[config.mk]
export PLATFORM = sky130hd
export DESIGN_NAME = axis_spi_slave_fifo
export DESIGN_NICKNAME = d
export VERILOG_FILES = /design/src/rtl/axis_spi_slave_fifo.sv
export SDC_FILE = /design/constraint.sdc
export NUM_CORES = 1
export LEC_CHECK = 0
export ABC_AREA = 0
export BUFFER_PORTS_ARGS = -buffer_cell sky130_fd_sc_hd__buf_4
export CORE_MARGIN = 3
export CORE_UTILIZATION = 55
export DETAILED_ROUTE_END_ITERATION = 16
export PLACE_DENSITY = 0.73
export SKIP_LAST_GASP = 1
export SLEW_MARGIN = 0
export SYNTH_ARGS = -nofsm -noshare
export SYNTH_HDL_FRONTEND = slang
export SYNTH_SLANG_ARGS = --single-unit
export TNS_END_PERCENT = 5
[constraint.sdc]
create_clock -name axis_aclk -period 6.6 [get_ports axis_aclk]
set_clock_uncertainty 0.2 [all_clocks]
set_input_delay 0 -clock axis_aclk [delete_from_list [all_inputs] [get_ports axis_aclk]]
set_output_delay 0 -clock axis_aclk [all_outputs]
set_load 0.01 [all_outputs]
[src/rtl/axis_spi_slave_fifo.sv]
// SPI slave with AXI-Stream TX/RX FIFOs; SPI pins are oversampled in the axis_aclk domain.
// Define AXIS_SPI_STATUS_EN to add the overflow/underrun counters and the frame-abort pulse.
module axis_spi_slave_fifo #(
  parameter int                DATA_W        = 8,
  parameter bit                CPOL          = 1'b0,
  parameter bit                CPHA          = 1'b0,
  parameter int                TX_DEPTH      = 4,
  parameter int                RX_DEPTH      = 4,
  parameter int                SYNC_STAGES   = 2,
  parameter logic [DATA_W-1:0] UNDERRUN_FILL = '0
) (
  input  logic              axis_aclk,
  input  logic              axis_areset,
  input  logic              i_spi_clk,
  input  logic              i_spi_cs,
  input  logic              i_spi_mosi,
  output logic              o_spi_miso,
  input  logic [DATA_W-1:0] s_axis_tdata,
  input  logic              s_axis_tvalid,
  output logic              s_axis_tready,
  output logic [DATA_W-1:0] m_axis_tdata,
  output logic              m_axis_tvalid,
  input  logic              m_axis_tready,
  output logic              m_axis_tuser
`ifdef AXIS_SPI_STATUS_EN
  ,
  output logic [7:0]        o_rx_overflow_cnt,
  output logic [7:0]        o_tx_underrun_cnt,
  output logic              o_frame_abort
`endif
);
  localparam int TXA   = $clog2(TX_DEPTH);
  localparam int RXA   = $clog2(RX_DEPTH);
  localparam int CNT_W = $clog2(DATA_W);

  typedef enum logic [1:0] {WAIT_CS_HIGH, IDLE, LOAD, SHIFT} state_t;

  // CS chain resets low so a frame already in progress keeps us in WAIT_CS_HIGH
  logic [SYNC_STAGES-1:0] sclk_sync, cs_sync, mosi_sync;
  logic sclk_prev, cs_prev, sclk_s, cs_s, mosi_s;

  always_ff @(posedge axis_aclk) begin
    if (axis_areset) begin
      sclk_sync <= {SYNC_STAGES{CPOL}};
      cs_sync   <= '0;
      mosi_sync <= '0;
      sclk_prev <= CPOL;
      cs_prev   <= 1'b0;
    end else begin
      sclk_sync <= {sclk_sync[SYNC_STAGES-2:0], i_spi_clk};
      cs_sync   <= {cs_sync[SYNC_STAGES-2:0], i_spi_cs};
      mosi_sync <= {mosi_sync[SYNC_STAGES-2:0], i_spi_mosi};
      sclk_prev <= sclk_s;
      cs_prev   <= cs_s;
    end
  end

  assign sclk_s = sclk_sync[SYNC_STAGES-1];
  assign cs_s   = cs_sync[SYNC_STAGES-1];
  assign mosi_s = mosi_sync[SYNC_STAGES-1];

  logic lead_edge, trail_edge, sample_edge, shift_edge, cs_rise, cs_fall;
  assign lead_edge   = (sclk_prev == CPOL) && (sclk_s != CPOL);
  assign trail_edge  = (sclk_prev != CPOL) && (sclk_s == CPOL);
  assign sample_edge = CPHA ? trail_edge : lead_edge;
  assign shift_edge  = CPHA ? lead_edge : trail_edge;
  assign cs_rise     = !cs_prev && cs_s;
  assign cs_fall     = cs_prev && !cs_s;

  state_t             state;
  logic [CNT_W-1:0]   bit_cnt;
  logic               first;
  logic [DATA_W-2:0]  rx_shift;
  logic [DATA_W-1:0]  tx_shift;
  logic               miso;
  logic               word_done, tx_load;

  assign word_done = (state == SHIFT) && !cs_rise && sample_edge
                     && (bit_cnt == CNT_W'(DATA_W-1));
  assign tx_load   = ((state == LOAD) && !cs_rise) || word_done;

  // TX FIFO
  logic [DATA_W-1:0] tx_mem [TX_DEPTH];
  logic [TXA:0]      tx_wr, tx_rd;
  logic              tx_empty, tx_full, tx_push, tx_pop;
  logic [DATA_W-1:0] tx_word;

  assign tx_empty      = (tx_wr == tx_rd);
  assign tx_full       = (tx_wr[TXA] != tx_rd[TXA]) && (tx_wr[TXA-1:0] == tx_rd[TXA-1:0]);
  assign s_axis_tready = !axis_areset && !tx_full;
  assign tx_push       = s_axis_tvalid && s_axis_tready;
  assign tx_pop        = tx_load && !tx_empty;
  assign tx_word       = tx_empty ? UNDERRUN_FILL : tx_mem[tx_rd[TXA-1:0]];

  always_ff @(posedge axis_aclk) begin
    if (axis_areset) begin
      tx_wr <= '0;
      tx_rd <= '0;
    end else begin
      if (tx_push) tx_wr <= tx_wr + 1'b1;
      if (tx_pop)  tx_rd <= tx_rd + 1'b1;
    end
  end

  always_ff @(posedge axis_aclk)
    if (tx_push) tx_mem[tx_wr[TXA-1:0]] <= s_axis_tdata;

  // RX FIFO, each entry carries its first-word flag alongside the data
  logic [DATA_W:0] rx_mem [RX_DEPTH];
  logic [RXA:0]    rx_wr, rx_rd;
  logic            rx_empty, rx_full, rx_push, rx_pop;
  logic [DATA_W:0] rx_head;

  assign rx_empty      = (rx_wr == rx_rd);
  assign rx_full       = (rx_wr[RXA] != rx_rd[RXA]) && (rx_wr[RXA-1:0] == rx_rd[RXA-1:0]);
  assign rx_push       = word_done && !rx_full;
  assign m_axis_tvalid = !rx_empty;
  assign rx_pop        = m_axis_tvalid && m_axis_tready;
  assign rx_head       = rx_empty ? '0 : rx_mem[rx_rd[RXA-1:0]];
  assign m_axis_tdata  = rx_head[DATA_W-1:0];
  assign m_axis_tuser  = rx_head[DATA_W];

  always_ff @(posedge axis_aclk) begin
    if (axis_areset) begin
      rx_wr <= '0;
      rx_rd <= '0;
    end else begin
      if (rx_push) rx_wr <= rx_wr + 1'b1;
      if (rx_pop)  rx_rd <= rx_rd + 1'b1;
    end
  end

  always_ff @(posedge axis_aclk)
    if (rx_push) rx_mem[rx_wr[RXA-1:0]] <= {first, rx_shift, mosi_s};

  // CPHA=0 presents the MSB at load; CPHA=1 waits for the first leading edge
  always_ff @(posedge axis_aclk) begin
    if (axis_areset) begin
      state    <= WAIT_CS_HIGH;
      bit_cnt  <= '0;
      first    <= 1'b0;
      rx_shift <= '0;
      tx_shift <= '0;
      miso     <= 1'b0;
    end else if (cs_rise) begin
      state   <= IDLE;
      bit_cnt <= '0;
      miso    <= 1'b0;
    end else begin
      case (state)
        WAIT_CS_HIGH: if (cs_s) state <= IDLE;
        IDLE:         if (cs_fall) state <= LOAD;
        LOAD: begin
          tx_shift <= CPHA ? tx_word : {tx_word[DATA_W-2:0], 1'b0};
          miso     <= !CPHA && tx_word[DATA_W-1];
          bit_cnt  <= '0;
          first    <= 1'b1;
          state    <= SHIFT;
        end
        SHIFT: begin
          if (sample_edge) begin
            rx_shift <= {rx_shift[DATA_W-3:0], mosi_s};
            if (word_done) begin
              bit_cnt  <= '0;
              first    <= 1'b0;
              tx_shift <= tx_word;
            end else begin
              bit_cnt <= bit_cnt + 1'b1;
            end
          end
          if (shift_edge) begin
            miso     <= tx_shift[DATA_W-1];
            tx_shift <= {tx_shift[DATA_W-2:0], 1'b0};
          end
        end
        default: state <= WAIT_CS_HIGH;
      endcase
    end
  end

  assign o_spi_miso = miso;

`ifdef AXIS_SPI_STATUS_EN
  always_ff @(posedge axis_aclk) begin
    if (axis_areset) begin
      o_rx_overflow_cnt <= '0;
      o_tx_underrun_cnt <= '0;
      o_frame_abort     <= 1'b0;
    end else begin
      o_frame_abort <= cs_rise && (state == SHIFT) && (bit_cnt != '0);
      if (word_done && rx_full && (o_rx_overflow_cnt != 8'hFF))
        o_rx_overflow_cnt <= o_rx_overflow_cnt + 8'd1;
      if (tx_load && tx_empty && (o_tx_underrun_cnt != 8'hFF))
        o_tx_underrun_cnt <= o_tx_underrun_cnt + 8'd1;
    end
  end
`endif

endmodule
==> impl_results.rst, run 1 <==
.. list-table::
   :header-rows: 1

   * - Metric
     - Value
   * - Share of the cycle needed by the critical path after routing
     - 39.7%
   * - Register area
     - 0.00296 sq mm
   * - Final weighted congestion in routability-driven placement
     - 0.767
   * - Hold Violations, Final
     - 0
   * - Mapped Cells
     - 377
   * - Crit-path slowest cell
     - sky130_fd_sc_hd__and2_1
   * - Global route total overflow
     - 0
   * - Post-route non-filler standard cell count
     - 546
   * - Number of antenna-violating nets in the routed design
     - 0
   * - Boundary Pins
     - 27
   * - Ys async rst share
     - 0%
   * - Via count of the routed design
     - 3005
   * - Worst Path Class, Setup
     - flop to flop
   * - Cells after DPL
     - 493
   * - Path category of the worst min-delay check
     - primary input to flop
   * - Top cells by area, synth
     - sky130_fd_sc_hd__edfxtp_1, sky130_fd_sc_hd__dfxtp_1, sky130_fd_sc_hd__mux4_2
   * - Clock Path Buffers
     - 2
   * - Most area-hungry cell type in the Yosys netlist
     - sky130_fd_sc_hd__edfxtp_1
   * - Pin count of the biggest net entering global routing
     - 46
   * - Number of diodes added for antenna fixing
     - 0
   * - Total cell area at the placement stage
     - 0.00520 sq mm
   * - Endpoint class of the critical path
     - flop
   * - Top cells by count, synth
     - sky130_fd_sc_hd__edfxtp_1, sky130_fd_sc_hd__dfxtp_1, sky130_fd_sc_hd__nor2b_1
   * - Final layout net count
     - 465
   * - DRC violation count after routing
     - 0
   * - Endpoint of the worst register-to-register path
     - rx_mem[3][8]
   * - Die height
     - 101 um
   * - Power per unit of standard cell area
     - 308 mW/mm^2
   * - Most instantiated library cell after synthesis
     - sky130_fd_sc_hd__edfxtp_1
   * - Primary FF master, synth
     - sky130_fd_sc_hd__edfxtp_1
   * - Highest achievable clock rate
     - 382 MHz
   * - Final min period
     - 2.62 ns
   * - Reg-to-reg setup timing slack
     - 3.98 ns
   * - Type of element launching the critical path
     - flop
   * - Drt wl/cell
     - 15.9 um
   * - GRT Resource Usage Total
     - 19.3%
   * - Total number of yosys warnings
     - 0
   * - Reg2reg start
     - state[0]
   * - Wire length of the first global-routing pass
     - 15.0 mm
   * - Final Routed Wirelength
     - 8.67 mm
   * - Critical path buffers and inverters
     - 0
   * - WHS Endpoint
     - tx_mem[1][7]
   * - Clock network latency to the later pin of the worst-skew pair
     - 0.51 ns
   * - CTS clock-pin slew for the worst setup and hold paths
     - 0.06 ns
   * - Unique cell type count in the Yosys netlist
     - 42
   * - Slew at the pin with the worst max-slew slack
     - 1.09 ns
   * - Critical Path Max Stage Delay
     - 0.45 ns
   * - Ratio of cells with drive above 1 in the final layout
     - 18.8%
   * - Final setup violation count
     - 0
   * - Postcts setup bufs
     - 0
   * - Footprint of the multi-input gates
     - 0.00186 sq mm
   * - Crit-path max FO
     - 12
   * - Number of enable-type register cells in the synthesized netlist
     - 68
   * - Area enclosed by the die boundary
     - 0.0102 sq mm
   * - Path depth of the worst reg2reg path
     - 4
   * - Total count of max-transition violations in the final report
     - 0
   * - TritonCTS Buffers
     - 17
   * - CTS H-tree depth
     - 4
   * - Ordered cell list for the critical path
     - ha_1 -> and3b_1 -> o311a_1 -> and2_1
   * - Core footprint
     - 0.00846 sq mm
   * - Total Neg Setup Slack
     - 0 ns
   * - Post-Syn Nets
     - 414
   * - Yosys reg bits
     - 114
   * - Root buffer cell
     - sky130_fd_sc_hd__clkbuf_8
   * - Area growth, synth to finish
     - 21.4%
   * - Largest delay contributor family on the critical path
     - simple AND/OR/NAND/NOR gates
   * - Number of buffers inserted for hold repair after clock tree synthesis
     - 21
   * - Rel. slew slack
     - 26.5%
   * - TritonCTS clock tree
     - done
   * - RSZ-0062 raised after global routing
     - false
   * - Detailed placement HPWL
     - 5.76 mm
   * - Count of port buffers added during placement
     - 26
   * - Placement row count
     - 33
   * - Reported max-cap violation count
     - 0
   * - Number of detailed-route iterations in the first pass
     - 4
   * - Number of cells upsized or downsized after cts
     - 0
   * - Final Power
     - 1850 uW
   * - Leak
     - 0.00222 uW
   * - Yosys top cell area share
     - 41.3%
   * - Hold Startpoint
     - s_axis_tdata[7]
   * - DRT iter0 DRCs
     - 112
   * - Filler Cell Count
     - 572
   * - Final hold slack
     - 0.0225 ns
   * - Sink Count
     - 114
   * - Hold-critical path depth
     - 2
   * - Antenna violations before repair
     - 0
   * - Initial Util
     - 58.4%
   * - Run status
     - finished, final reports clean
   * - Share of synthesized area occupied by flip-flops and latches
     - 59.9%
   * - Max rail drop VDD
     - 0.199 mV
   * - Data arrival time of the worst path
     - 2.57 ns
   * - Die Span X
     - 101 um
   * - Non-Filler Cell Area, Final
     - 0.00600 sq mm
   * - Post-detailed-route via-to-cell ratio
     - 5.50
   * - Post-synthesis average cell area
     - 13.1 sq um
   * - Syn Std Cell Area
     - 0.00494 sq mm
   * - Worst endpoint required time
     - 6.55 ns
   * - Number of global-route vias before repair
     - 3189
[cell families (layout without fill, tap and decap cells)]
family | after synthesis | count (layout) | synth area share [%]
DFF | 114 | 114 | 59.9
and+or+nand+nor | 116 | 116 | 12.5
xor gates and xnor gates | 13 | 13 | 2.61
muxes | 21 | 21 | 8.55
AOI/OAI and AO/OA | 63 | 63 | 8.43
adders and majority gates | 22 | 22 | 5.57
buffers and inverters | 28 | 92 | 2.43
[metal layers]
metal	wire length (um)	global-route usage [%]
met2	4670	34.2
met3	282	5.81
met4	53	7.15
met5	0	0
met1	3670	21.9
[cell usage in the layout, fill, tap and decap left out, types with 3 or more instances in the layout]
cell type and n:
sky130_fd_sc_hd__inv_6 4, sky130_fd_sc_hd__clkinv_4 3, sky130_fd_sc_hd__bufinv_16 3, sky130_fd_sc_hd__xnor2_1 5, sky130_fd_sc_hd__buf_4 26, sky130_fd_sc_hd__nand2b_1 7
sky130_fd_sc_hd__a31oi_1 3, sky130_fd_sc_hd__edfxtp_1 68, sky130_fd_sc_hd__dlygate4sd3_1 21, sky130_fd_sc_hd__nor2_1 23, sky130_fd_sc_hd__clkbuf_16 16, sky130_fd_sc_hd__mux2i_1 4
sky130_fd_sc_hd__nand2_1 20, sky130_fd_sc_hd__nor2b_1 34, sky130_fd_sc_hd__o21ai_0 9, sky130_fd_sc_hd__mux4_2 17, sky130_fd_sc_hd__a21oi_1 30, sky130_fd_sc_hd__nand3_1 5
sky130_fd_sc_hd__ha_1 22, sky130_fd_sc_hd__inv_1 13, sky130_fd_sc_hd__xor2_1 6, sky130_fd_sc_hd__nor3_1 11, sky130_fd_sc_hd__a22oi_1 7, sky130_fd_sc_hd__dfxtp_1 46
sky130_fd_sc_hd__and2_1 8
[flip-flops by register name, summed over array words and instances (netlist names), named ones only]
name,flops
rx_wr,3
sclk_prev,1
sclk_sync,2
tx_shift,8
first,1
o_spi_miso,1
mosi_sync,2
state,2
rx_mem,36
rx_shift,7
rx_rd,3
bit_cnt,3
tx_mem,32
cs_prev,1
cs_sync,2
tx_wr,3
tx_rd,3
[worst max path at each step]
| stage | startpoint | end | slack, ns | cells past startpoint |
|---|---|---|---|---|
| 3_3_place_gp | state[0] | rx_mem[1][3] | 4.08 | 4 |
| 3_5_place_dp | state[0] | rx_mem[1][2] | 3.97 | 4 |
| 6_report | state[0] | rx_mem[3][8] | 3.98 | 4 |
| 2_1_floorplan | cs_prev | rx_mem[3][0] | 4.54 | 6 |
| 5_1_grt | rx_wr[0] | m_axis_tdata[1] | 3.74 | 4 |
| 4_1_cts | rx_wr[0] | m_axis_tdata[1] | 3.88 | 4 |
[stage by stage]
step / setup slack (ns) / util, %
detailed placement: 3.97 / 61.4
finish: 3.98 / 70.9
global route: 3.74 / 70.9
CTS: 3.88 / 70.9
floorplan: 4.54 / -
global placement: 4.08 / 61.4
[area by class of cell]
cell class	instances	area share, %
Sequential cell	114	49.4
Multi-Input combinational cell	235	31.0
Clock buffer	17	6.90
Timing Repair Buffer	47	6.75
Clock inverter	15	3.00
Tap cell	105	2.19
Inverter	13	0.813
[where the power goes]
group	total [uW]	switching [uW]	leakage [uW]	internal, uW
Combinational	149	80.0	0.000936	68.6
Clock	907	330	0.000287	578
Sequential	796	19.6	0.000997	776
Note: power is estimated with default switching activity, not from simulation.
==> run 2: changes to the inputs <==
--- a/config.mk
+++ b/config.mk
@@ -10,7 +10,7 @@
 export CORE_MARGIN = 3
 export CORE_UTILIZATION = 55
 export DETAILED_ROUTE_END_ITERATION = 16
-export PLACE_DENSITY = 0.73
+export PLACE_DENSITY = 0.76
 export SKIP_LAST_GASP = 1
 export SLEW_MARGIN = 0
 export SYNTH_ARGS = -nofsm -noshare
==> constraint.sdc (replaced) <==
create_clock -name axis_aclk -period 2.3 [get_ports axis_aclk]
set_clock_uncertainty 0.2 [all_clocks]
set_input_delay 0 -clock axis_aclk [delete_from_list [all_inputs] [get_ports axis_aclk]]
set_output_delay 0 -clock axis_aclk [all_outputs]
set_load 0.01 [all_outputs]
==> run 2 against run 1 <==
Against the previous run: count of clock-buffer cells in the layout unchanged; combinational power rose to 3.0 times the previous value; largest cell class unchanged; clock power increased to 2.9 times the previous value; routed wire length is 7.6% higher; utilization is 0.68 points higher; cell area up 0.96%; non-clock buffer count is 8 higher; power rose to 2.9 times the previous value; sequential power grew to 2.9 times the previous value; worst hold slack better by 0.0015 ns; sequential cell count unchanged.
==> impl_results.rst, run 2 (synthesis gave the netlist of run 1 again) <==
.. list-table::
   :header-rows: 1

   * - Metric
     - Value
   * - Run status
     - finished, final reports clean
   * - Critical Path Max Stage Delay
     - 0.47 ns
   * - Total count of max-transition violations in the final report
     - 0
   * - Max FFs per register
     - 36
   * - Critical path buffers and inverters
     - 0
   * - Boundary Pins
     - 27
   * - Register area
     - 0.00296 sq mm
   * - Final setup violation count
     - 0
   * - Share of the cycle needed by the critical path after routing
     - 92.9%
   * - Sink Count
     - 114
   * - Worst Path Class, Setup
     - flop to flop
   * - Worst endpoint required time
     - 2.25 ns
   * - Path category of the worst min-delay check
     - primary input to flop
   * - Global route total overflow
     - 0
   * - Crit-path max FO
     - 10
   * - Area enclosed by the die boundary
     - 0.0102 sq mm
   * - Wire length of the first global-routing pass
     - 15.6 mm
   * - Hold Violations, Final
     - 0
   * - Final hold slack
     - 0.0240 ns
   * - Non-Filler Cell Area, Final
     - 0.00606 sq mm
   * - Final Routed Wirelength
     - 9.33 mm
   * - Clock Path Buffers
     - 2
   * - Leading cell type in the layout, fill and taps excluded
     - sky130_fd_sc_hd__edfxtp_1
   * - Initial Util
     - 58.4%
   * - Share of the core filled with cells
     - 71.6%
   * - Rel. slew slack
     - 64.5%
   * - Endpoint class of the critical path
     - flop
   * - Drt wl/cell
     - 16.8 um
   * - Footprint of the multi-input gates
     - 0.00186 sq mm
   * - CTS clock-pin slew for the worst setup and hold paths
     - 0.06 ns
   * - GRT Resource Usage Total
     - 20.2%
   * - Count of port buffers added during placement
     - 26
   * - Postcts setup bufs
     - 0
   * - Type of element launching the critical path
     - flop
   * - Number of global-route vias before repair
     - 3217
   * - Number of antenna-violating nets in the routed design
     - 0
   * - Final weighted congestion in routability-driven placement
     - 0.769
   * - Top library cells by usage in the layout, fill and taps aside
     - sky130_fd_sc_hd__edfxtp_1, sky130_fd_sc_hd__dfxtp_1, sky130_fd_sc_hd__buf_4
   * - DRC violation count after routing
     - 0
   * - Core footprint
     - 0.00846 sq mm
   * - Data arrival time of the worst path
     - 2.09 ns
   * - Number of diodes added for antenna fixing
     - 0
   * - Detailed placement HPWL
     - 6.14 mm
   * - Pin count of the biggest net entering global routing
     - 25
   * - Final min period
     - 2.14 ns
   * - Area growth, synth to finish
     - 22.6%
   * - Number of buffers inserted for hold repair after clock tree synthesis
     - 18
   * - Via count of the routed design
     - 3060
   * - Die height
     - 101 um
   * - RSZ-0062 raised after global routing
     - false
   * - Die Span X
     - 101 um
   * - Power per unit of standard cell area
     - 881 mW/mm^2
   * - Antenna violations before repair
     - 0
   * - Placement row count
     - 33
   * - Ordered cell list for the critical path
     - ha_1 -> and3b_1 -> o311a_1 -> and2_1
   * - TritonCTS clock tree
     - done
   * - Number of cells upsized or downsized after cts
     - 0
   * - Ratio of cells with drive above 1 in the final layout
     - 21.2%
   * - TritonCTS Buffers
     - 17
   * - Largest delay contributor family on the critical path
     - simple AND/OR/NAND/NOR gates
   * - Crit-path slowest cell
     - sky130_fd_sc_hd__and2_1
   * - Reported max-cap violation count
     - 0
   * - Total Neg Setup Slack
     - 0 ns
   * - Final layout net count
     - 473
   * - Root buffer cell
     - sky130_fd_sc_hd__clkbuf_8
   * - Leak
     - 0.00226 uW
   * - Filler Cell Count
     - 563
   * - Clock network latency to the later pin of the worst-skew pair
     - 0.51 ns
   * - DRT iter0 DRCs
     - 251
   * - Post-detailed-route via-to-cell ratio
     - 5.52
   * - Max rail drop VDD
     - 0.551 mV
   * - Number of detailed-route iterations in the first pass
     - 4
   * - Highest achievable clock rate
     - 468 MHz
   * - CTS H-tree depth
     - 4
   * - Total cell area at the placement stage
     - 0.00528 sq mm
   * - Slew at the pin with the worst max-slew slack
     - 0.530 ns
## run 2: cell types whose count changed in the layout (fill, tap and decap cells not counted), sizes merged
cell	before	now
buf	26	37
clkinvlp	2	4
dlygate4sd3	21	18
inv	17	15
## run 2: worst paths after layout
kind                    from            to  slack (ns)  cells past startpoint
max                 state[0]  rx_mem[3][2]        0.16                      4
min          s_axis_tdata[2]  tx_mem[1][2]        0.02                      2
max reg2reg         state[0]  rx_mem[3][2]        0.16                      4
min reg2reg     sclk_sync[0]  sclk_sync[1]        0.25                      1
## run 2: power breakdown
part	switching, uW	internal, uW	total (uW)
Combinational	239	207	446
Sequential	58.0	2230	2280
Clock	949	1660	2610
## run 2: through the flow
stage               instances  total power, uW  setup slack, ns
floorplan                 377             2610            0.241
global placement          504             2710            0.243
detailed placement        504             2730            0.195
CTS                       554             5350            0.178
global route              554             5530           0.0204
finish                    554             5340            0.162
## run 2: final cells by class
| cell class | count | area share, % |
|---|---|---|
| Timing Repair Buffer | 55 | 7.56 |
| Inverter | 13 | 0.805 |
| Clock inverter | 15 | 3.06 |
| Multi-Input combinational cell | 235 | 30.7 |
| Tap cell | 105 | 2.17 |
| Clock buffer | 17 | 6.83 |
| Sequential cell | 114 | 48.9 |
## run 2: routing by layer
metal / part of all wire, % / vias up / wire [um] / GRT usage (%)
met5: 0 / - / 0 / 0
met4: 1.7 / 0 / 163 / 7.05
met3: 3.6 / 19 / 333 / 5.54
met2: 55 / 65 / 5090 / 36.6
met1: 40 / 1475 / 3750 / 22.8
li1: - / 1501 / - / -
